### src/rtl/fetch_unit.sv
// rtl/fetch_unit.sv - instruction fetch: credit-limited in-order imem requests feeding a small instruction buffer
module fetch_unit #(
  parameter logic [31:0] RESET_PC = 32'h0000_0000,
  parameter int          DEPTH    = 2
) (
  input  logic        clk,
  input  logic        rst_n,
  output logic        imem_req_valid,
  input  logic        imem_req_ready,
  output logic [31:0] imem_req_addr,
  input  logic        imem_rsp_valid,
  input  logic [31:0] imem_rsp_data,
  output logic        inst_valid,
  input  logic        inst_ready,
  output logic [31:0] inst_data,
  output logic [31:0] pc,
  input  logic        branch,
  input  logic        zero_flag,
  input  logic [31:0] pc_branch
);

  localparam int          AW      = $clog2(DEPTH);
  localparam int          CW      = AW + 1;
  localparam logic [CW:0] DEPTH_W = (CW+1)'(DEPTH);

  typedef enum logic {RUN = 1'b0, DRAIN = 1'b1} state_t;

  state_t        state_q, state_d;
  logic [31:0]   fetch_pc_q;
  logic [31:0]   rsp_pc_q;
  logic [CW-1:0] outstanding_q, outstanding_d;
  logic [CW-1:0] drop_q, drop_d;
  logic [CW-1:0] count_q;
  logic [AW-1:0] rd_ptr_q, wr_ptr_q;
  logic [31:0]   buf_data [DEPTH];
  logic [31:0]   buf_pc   [DEPTH];
  logic [31:0]   hold_data_q, hold_pc_q;
  logic [CW:0]   credit_used;
  logic [31:0]   target_pc;
  logic          accept, pop, redirect, rsp_drop, push;

  assign inst_valid = (count_q != '0);
  assign inst_data  = inst_valid ? buf_data[rd_ptr_q] : hold_data_q;
  assign pc         = inst_valid ? buf_pc[rd_ptr_q]   : hold_pc_q;

  assign pop      = inst_valid & inst_ready;
  assign redirect = branch & zero_flag & pop;
  assign rsp_drop = (drop_q != '0);
  assign push     = imem_rsp_valid & ~rsp_drop & ~redirect;
  assign target_pc = {pc_branch[31:2], 2'b00};

  // A head popped this cycle frees its slot at the same edge, so a 1-cycle memory streams at full rate.
  assign credit_used    = {1'b0, outstanding_q} + {1'b0, count_q} - (CW+1)'(pop);
  assign imem_req_valid = rst_n & (state_q == RUN) & (credit_used < DEPTH_W);
  assign imem_req_addr  = fetch_pc_q;
  assign accept         = imem_req_valid & imem_req_ready;

  always_comb begin
    outstanding_d = outstanding_q + CW'(accept) - CW'(imem_rsp_valid);
    drop_d        = drop_q;
    if (imem_rsp_valid && rsp_drop) drop_d = drop_q - CW'(1);
    // Everything still in flight after this edge belongs to the abandoned path.
    if (redirect) drop_d = outstanding_d;
    state_d = state_q;
    case (state_q)
      RUN:   if (drop_d != '0) state_d = DRAIN;
      DRAIN: if (drop_d == '0) state_d = RUN;
    endcase
  end

  always_ff @(posedge clk or negedge rst_n) begin
    if (!rst_n) state_q <= RUN;
    else        state_q <= state_d;
  end

  always_ff @(posedge clk or negedge rst_n) begin
    if (!rst_n) begin
      fetch_pc_q    <= RESET_PC;
      rsp_pc_q      <= RESET_PC;
      outstanding_q <= '0;
      drop_q        <= '0;
    end else begin
      outstanding_q <= outstanding_d;
      drop_q        <= drop_d;
      if (redirect) begin
        fetch_pc_q <= target_pc;
        rsp_pc_q   <= target_pc;
      end else begin
        if (accept) fetch_pc_q <= fetch_pc_q + 32'd4;
        if (push)   rsp_pc_q   <= rsp_pc_q + 32'd4;
      end
    end
  end

  always_ff @(posedge clk or negedge rst_n) begin
    if (!rst_n) begin
      count_q     <= '0;
      rd_ptr_q    <= '0;
      wr_ptr_q    <= '0;
      hold_data_q <= '0;
      hold_pc_q   <= RESET_PC;
    end else begin
      hold_data_q <= inst_data;
      hold_pc_q   <= pc;
      if (redirect) begin
        count_q  <= '0;
        rd_ptr_q <= '0;
        wr_ptr_q <= '0;
      end else begin
        if (push) wr_ptr_q <= wr_ptr_q + AW'(1);
        if (pop)  rd_ptr_q <= rd_ptr_q + AW'(1);
        count_q <= count_q + CW'(push) - CW'(pop);
      end
    end
  end

  always_ff @(posedge clk) begin
    if (push) begin
      buf_data[wr_ptr_q] <= imem_rsp_data;
      buf_pc[wr_ptr_q]   <= rsp_pc_q;
    end
  end

  no_overflow: assert property (@(posedge clk) disable iff (!rst_n)
    !(imem_rsp_valid && !rsp_drop && count_q == CW'(DEPTH)));

endmodule

### config.mk
export PLATFORM = sky130hd
export DESIGN_NAME = fetch_unit
export DESIGN_NICKNAME = d
export VERILOG_FILES = /design/src/rtl/fetch_unit.sv
export SDC_FILE = /design/constraint.sdc
export NUM_CORES = 1
export LEC_CHECK = 0
export BUFFER_PORTS_ARGS = -buffer_cell sky130_fd_sc_hd__buf_2
export CORE_ASPECT_RATIO = 0.9
export CORE_MARGIN = 4
export CORE_UTILIZATION = 55
export CTS_BUF_LIST = sky130_fd_sc_hd__clkbuf_4 sky130_fd_sc_hd__clkbuf_8
export DETAILED_ROUTE_END_ITERATION = 16
export PLACE_DENSITY = 0.78
export SLEW_MARGIN = 20
export SYNTH_ARGS = -nofsm -noshare
export SYNTH_HDL_FRONTEND = slang
export SYNTH_SLANG_ARGS = --single-unit
### constraint.sdc
create_clock -name clk -period 6.5 [get_ports clk]
set_input_delay 1.95 -clock clk [delete_from_list [all_inputs] [get_ports clk]]
set_output_delay 1.95 -clock clk [all_outputs]
set_load 0.02 [all_outputs]
Word-level counts from Yosys, hierarchy flattened
Memories as Yosys holds them, arrays and structs flattened.
Index checks and enable logic that the tools add are counted.
{ "classes": {"n_addsub": 11, "magnitude_cmp": 1, "n_mux": 18, "n_bitwise": 11, "n_reduce_logical": 8} }
{ "op_table": {"columns": ["operator", "count"], "rows": [
  ["two-way mux 32 bit", 6],
  ["adder 32 x 3 -> 32 bit (second input constant)", 2],
  ["nonzero test 2 bit", 6],
  ["bitwise AND 1 bit", 8],
  ["two-way mux 1 bit", 8],
  ["two-way mux 2 bit", 3],
  ["adder 2 x 1 -> 2 bit", 2],
  ["subtractor 2 x 1 -> 2 bit", 2],
  ["adder 2 x 2 -> 3 bit", 1],
  ["less-than comparator 3 x 2 -> 1 bit (second input constant)", 1],
  ["NOT 1 bit", 3],
  ["subtractor 3 x 1 -> 3 bit", 1],
  ["adder 1 bit (second input constant)", 2],
  ["logical NOT 2 bit", 1],
  ["one-hot mux 1 bit (2 select lines)", 1],
  ["subtractor 2 x 1 -> 2 bit (second input constant)", 1],
  ["logical AND 1 bit", 1]
]} }
{ "totals": {"reg_bits": 137, "ram_bits": 128, "input_bits": 71, "out_inout_bits": 98, "wordCells": 61, "mem_count": 2} }
{ "memory_table": {"columns": ["name", "words", "width", "rd", "rd_clocked_by_memory_dff", "wr", "line_no", "source"], "rows": [
  ["buf_data", 2, 32, 1, 0, 1, "35", "logic [31:0] buf_data [DEPTH];"],
  ["buf_pc", 2, 32, 1, 0, 1, "36", "logic [31:0] buf_pc [DEPTH];"]
]} }

Longest topological paths before layout
{ "depth": {"depth_word": 12, "ltp_mapped": 14, "mapped_depth_nobuf": 14} }

Worst setup path before layout
No wires, ideal clock.
{ "synth_timing": {"path_kind": "input port to flip-flop", "startpoint": "in inst_ready", "endpoint": "mem buf_data[0][0] (enable)", "setup_time_ns": 0.482, "arrival_time_ns": 5.297, "required_time_ns": 6.018, "path_slack_ns": 0.721, "path_stages": 5, "path_buffers": 2, "path_cell_list": "nand4_1 clkbuf_1 clkbuf_1 nand2_1 nor2_1"} }
{ "synth_via": {"elab_chain_len": 6} }
{ "synth_rtl": {"columns": ["item", "line_no", "source"], "rows": [
  ["start: declaration", "14", "input logic inst_ready,"],
  ["bitwise AND 1 bit", "46", "assign pop = inst_valid & inst_ready;"],
  ["bitwise AND 1 bit", "47", "assign redirect = branch & zero_flag & pop;"],
  ["NOT 1 bit", "49", "assign push = imem_rsp_valid & ~rsp_drop & ~redirect;"],
  ["bitwise AND 1 bit", "49", null],
  ["two-way mux 1 bit", "118", "if (push) begin"],
  ["two-way mux 1 bit (implied by the code)", "119", "buf_data[wr_ptr_q] <= imem_rsp_data;"],
  ["end: declaration", "35", null]
]} }
No other way between the ends.

Worst setup path in the final report
{ "layout_timing": {"startpoint": "in inst_ready", "endpoint": "out imem_req_valid"} }
{ "layout_via": {"elab_chain_len": 4} }
{ "layout_rtl": {"columns": ["item", "line_no", "source"], "rows": [
  ["bitwise AND 1 bit", "46", null],
  ["subtractor 3 x 1 -> 3 bit", "53", "assign credit_used = {1'b0, outstanding_q} + {1'b0, count_q} - (CW+1)'(pop);"],
  ["less-than comparator 3 x 2 -> 1 bit", "54", "assign imem_req_valid = rst_n & (state_q == RUN) & (credit_used < DEPTH_W);"],
  ["bitwise AND 1 bit", "54", null],
  ["end: declaration", "8", "output logic imem_req_valid,"]
]} }
No other way between the ends.

==> metrics.md <==
| Metric | Value |
|---|---|
| Largest family of logic cells by synthesized area | simple AND/OR/NAND/NOR gates |
| Total GRT Usage | 20.6% |
| Total power | around 6400 µW |
| GR Overflow Total | 0 |
| Reg clk slew, reported paths | approximately 0.05 ns |
| Most frequent CP cell | buf_2 |
| WP data arrival | 3.50 ns |
| Final routed DRC violation total | 0 |
| CP max stage delay | approximately 0.43 ns |
| Pwr dens | 516 nW/µm² |
| Setup CP Type | in -> out |
| Final setup violation count | 0 |
| Fmax | between 150 and 200 MHz |
| Synthesized area per cell | 12.8 µm² |
| Netlist cell types | 40 |
| Synthesized instance count | 806 |
| Hold Crit Start | hold_pc_q[24] |
| Clk Latency, worst-skew pair | roughly 0.53 ns |
| FFs w/ async S/R, synth | 51.8% |
| Top cells by area in the synthesized netlist | edfxtp_1 36%, dfrtp_1 32%, mux2i_1 6.2%, o21ai_0 3.3%, nand2_1 3.3% |
| Area grow syn2layout | 19.5% |
| CTS Buf Count | 42 |
| Clk sink count | 257 |
| Hold_buf cts | 0 |
| Initial Utilization | between 50 and 60% |
| R2r endpoint | state_q |
| Initial antenna violation count | 2 |
| Synth Area in Compound Gates | 6.24% |
| DIE HEIGHT | 138 µm |
| Yosys top cell area share | 36.0% |
| Warnings from Yosys | 0 |
| Worst Hold Endpoint | hold_pc_q[24] |
| Std cell rows | 47 |
| CP top delay family | simple AND/OR/NAND/NOR gates |
| Post_cts resized | 0 |
| Synth Area in Simple Gates | 11.1% |
| Multiplexer share of the synthesized area | around 6.3% |
| Commonest cells post-synth | 133 x dfrtp_1, 124 x edfxtp_1, 90 x nand2_1 |
| Most common cell in the netlist | dfrtp_1 |
| Min cycle time layout | around 5.5 ns |
| Vias in the first global route | 7001 |
| CP Capture Type | output port |
| Area share of xor/xnor cells in the synthesized design | 5.33% |
| Leakage | 0.00501 µW |
| Pint | 3940 µW |
| Slowest stage cell, crit path | fa_1 |
| Drt first pass iters | 5 |
| Max clock buf depth | 3 |
| Buf+Inv Stages, Crit Path | 2 |
| Total Wirelength | 21800 µm |
| Worst Clk Skew | 0.0212 ns |
| Post-layout util | 67.0% |
| Sequential power share | a little over two fifths |
| Largest net degree at the start of global routing | 80 |
| Fin crit share | a little over four fifths |
| Critical Path, Cell by Cell | buf_2, nand2_1, nor2_1, o21ai_0, fa_1, xor2_1, and4b_1, buf_2 |
| Slew margin rel. | 36.9% |
| Post-synthesis sequential area ratio | 68.1% |
| Fin Setup TNS | 0 ns |
| IO buf count | between 150 and 200 |
| Initial DRC count | 449 |
| RSZ-0062 raised after global routing | false |
| Die Wd | 153 µm |
| Final Hold Fails | 0 |
| Synthesized area | about 10000 µm² |
| Setup Buffers After CTS | 0 |
| R2R cell count | 13 |
| Die area | 21100 µm² |
| DRT antenna net count | 0 |
| Worst-margin pin slew | around 0.94 ns |
| Hold Path Class | reg -> reg |
| First-pass GRT wire length | approximately 35000 µm |
| Final slew viol count | 0 |
| Clock share of power | about 23% |
| Worst Setup Start Kind | input port |
| Max Cap Viol | 0 |
| RR Startpoint | count_q[1] |
| Psw | approximately 2400 µW |
| Status | complete, no violations |
| RePlAce Congestion | a little under 0.9 |
| Fin nets | 1071 |
| Vias | 6798 |
| H-tree depth | 2 |
| R2R Setup Slk | 3.11 ns |
| Via/cell ratio | 5.35 |
| Post-synth top area cell | edfxtp_1 |
| Critical Path RT | 4.55 ns |
| TritonCTS clock tree | done |
| Worst Hold Depth | 2 |
| Synthesis-stage register bit count | 257 |
| Combinational share of power | between 30% and 40% |
| Clock root cell | clkbuf_8 |
| Wire length per cell | 17.2 µm |
| Detailed Place HPWL | 14800 µm |
| Number of flops mapped to enable cells by yosys | 124 |
| Final Hold Slack | between 0.4 and 0.5 ns |
| Ys flop type | dfrtp_1 |
| Worst VDD drop | 0.000273 V |
| Layout cells sized above 1 | 25.5% |
| Core footprint | ~18000 µm² |
| Adder-cell share of the synthesized area | 1.16% |
| # IOs | ~170 |
| Sw Share | 38.3% |
| CP Max Fanout | 4 |
[worst min-delay path, delay by kind of cell, from the launching register on]
kind	cells	cell delay, ns
and+or+nand+nor	1	0.04
AOI/OAI and AO/OA	1	0.08
DFF	1	0.32
[state kept, by name, summed over array words and instances, names as in the netlist, 2 cells and up]
register,flops
imem_req_addr,30
buf_pc,60
hold_data_q,32
count_q,2
outstanding_q,2
rsp_pc_q,30
hold_pc_q,32
buf_data,64
drop_q,2
[through the flow]
| stage | cell area, µm² | instances | setup slack [ns] |
|---|---|---|---|
| floorplan | 10400 | 807 | 0.721 |
| global placement | 11400 | 1191 | 1.08 |
| detailed placement | 11400 | 1191 | 1.07 |
| CTS | 12300 | 1268 | 1.05 |
| global route | 12400 | 1270 | 0.874 |
| finish | 12400 | 1270 | 1.05 |
[kinds of logic after synthesis]
| kind of cell | count (synthesis) |
|---|---|
| DFF | 257 |
| and+or+nand+nor | 237 |
| AOI/OAI and AO/OA | 128 |
| muxes | 65 |
| xor gates and xnor gates | 63 |
| buffers and inverters | 46 |
| adders and majority gates | 9 |
| other | 1 |
[area by class of cell]
| class | count | area [µm²] |
|---|---|---|
| Sequential cell | 257 | 7060 |
| Fill cell | 1367 | 6100 |
| Multi-Input combinational cell | 504 | 3150 |
| Timing Repair Buffer | 175 | 922 |
| Clock buffer | 68 | 798 |
| Tap cell | 245 | 307 |
| Clock inverter | 9 | 95.1 |
| Inverter | 11 | 41.3 |
| Antenna cell | 1 | 2.50 |
[power groups by stage]
stage	combinational [µW]	sequential (µW)	clock [µW]
floorplan	1480	2690	0
global placement	2170	2700	0
detailed placement	2220	2730	0
CTS	2230	2710	1480
global route	2440	2780	1570
finish	2220	2710	1450
[routing by layer]
layer | vias to the layer above | GRT usage (%) | part of all wire [%]
met5 | - | 0 | 0.060
met4 | 2 | 6.42 | 1.9
met3 | 45 | 4.84 | 7.5
met2 | 271 | 32.3 | 45
met1 | 3208 | 29.1 | 46
li1 | 3272 | - | -
[placed cells by master, fill, tap and decap left out, types with 38 or more instances in the layout]
cell	Yosys	routed
buf_2	1	163
dfrtp_1	133	132
edfxtp_1	124	124
nand2_1	90	90
o21ai_0	68	68
mux2i_1	64	64
a21oi_1	56	56
clkbuf_8	0	46
nor2_1	44	43
xor2_1	38	38
[worst max-delay path by stage]
stage                    start             end  slack [ns]  depth (start not counted)
floorplan           inst_ready  buf_data[0][0]        0.72                          5
global placement    inst_ready  imem_req_valid        1.08                          8
detailed placement  inst_ready  imem_req_valid        1.07                          8
CTS                 inst_ready  imem_req_valid        1.05                          8
global route        inst_ready  imem_req_valid        0.87                          8
finish              inst_ready  imem_req_valid        1.05                          8
Power figures use the tool's default switching activity.
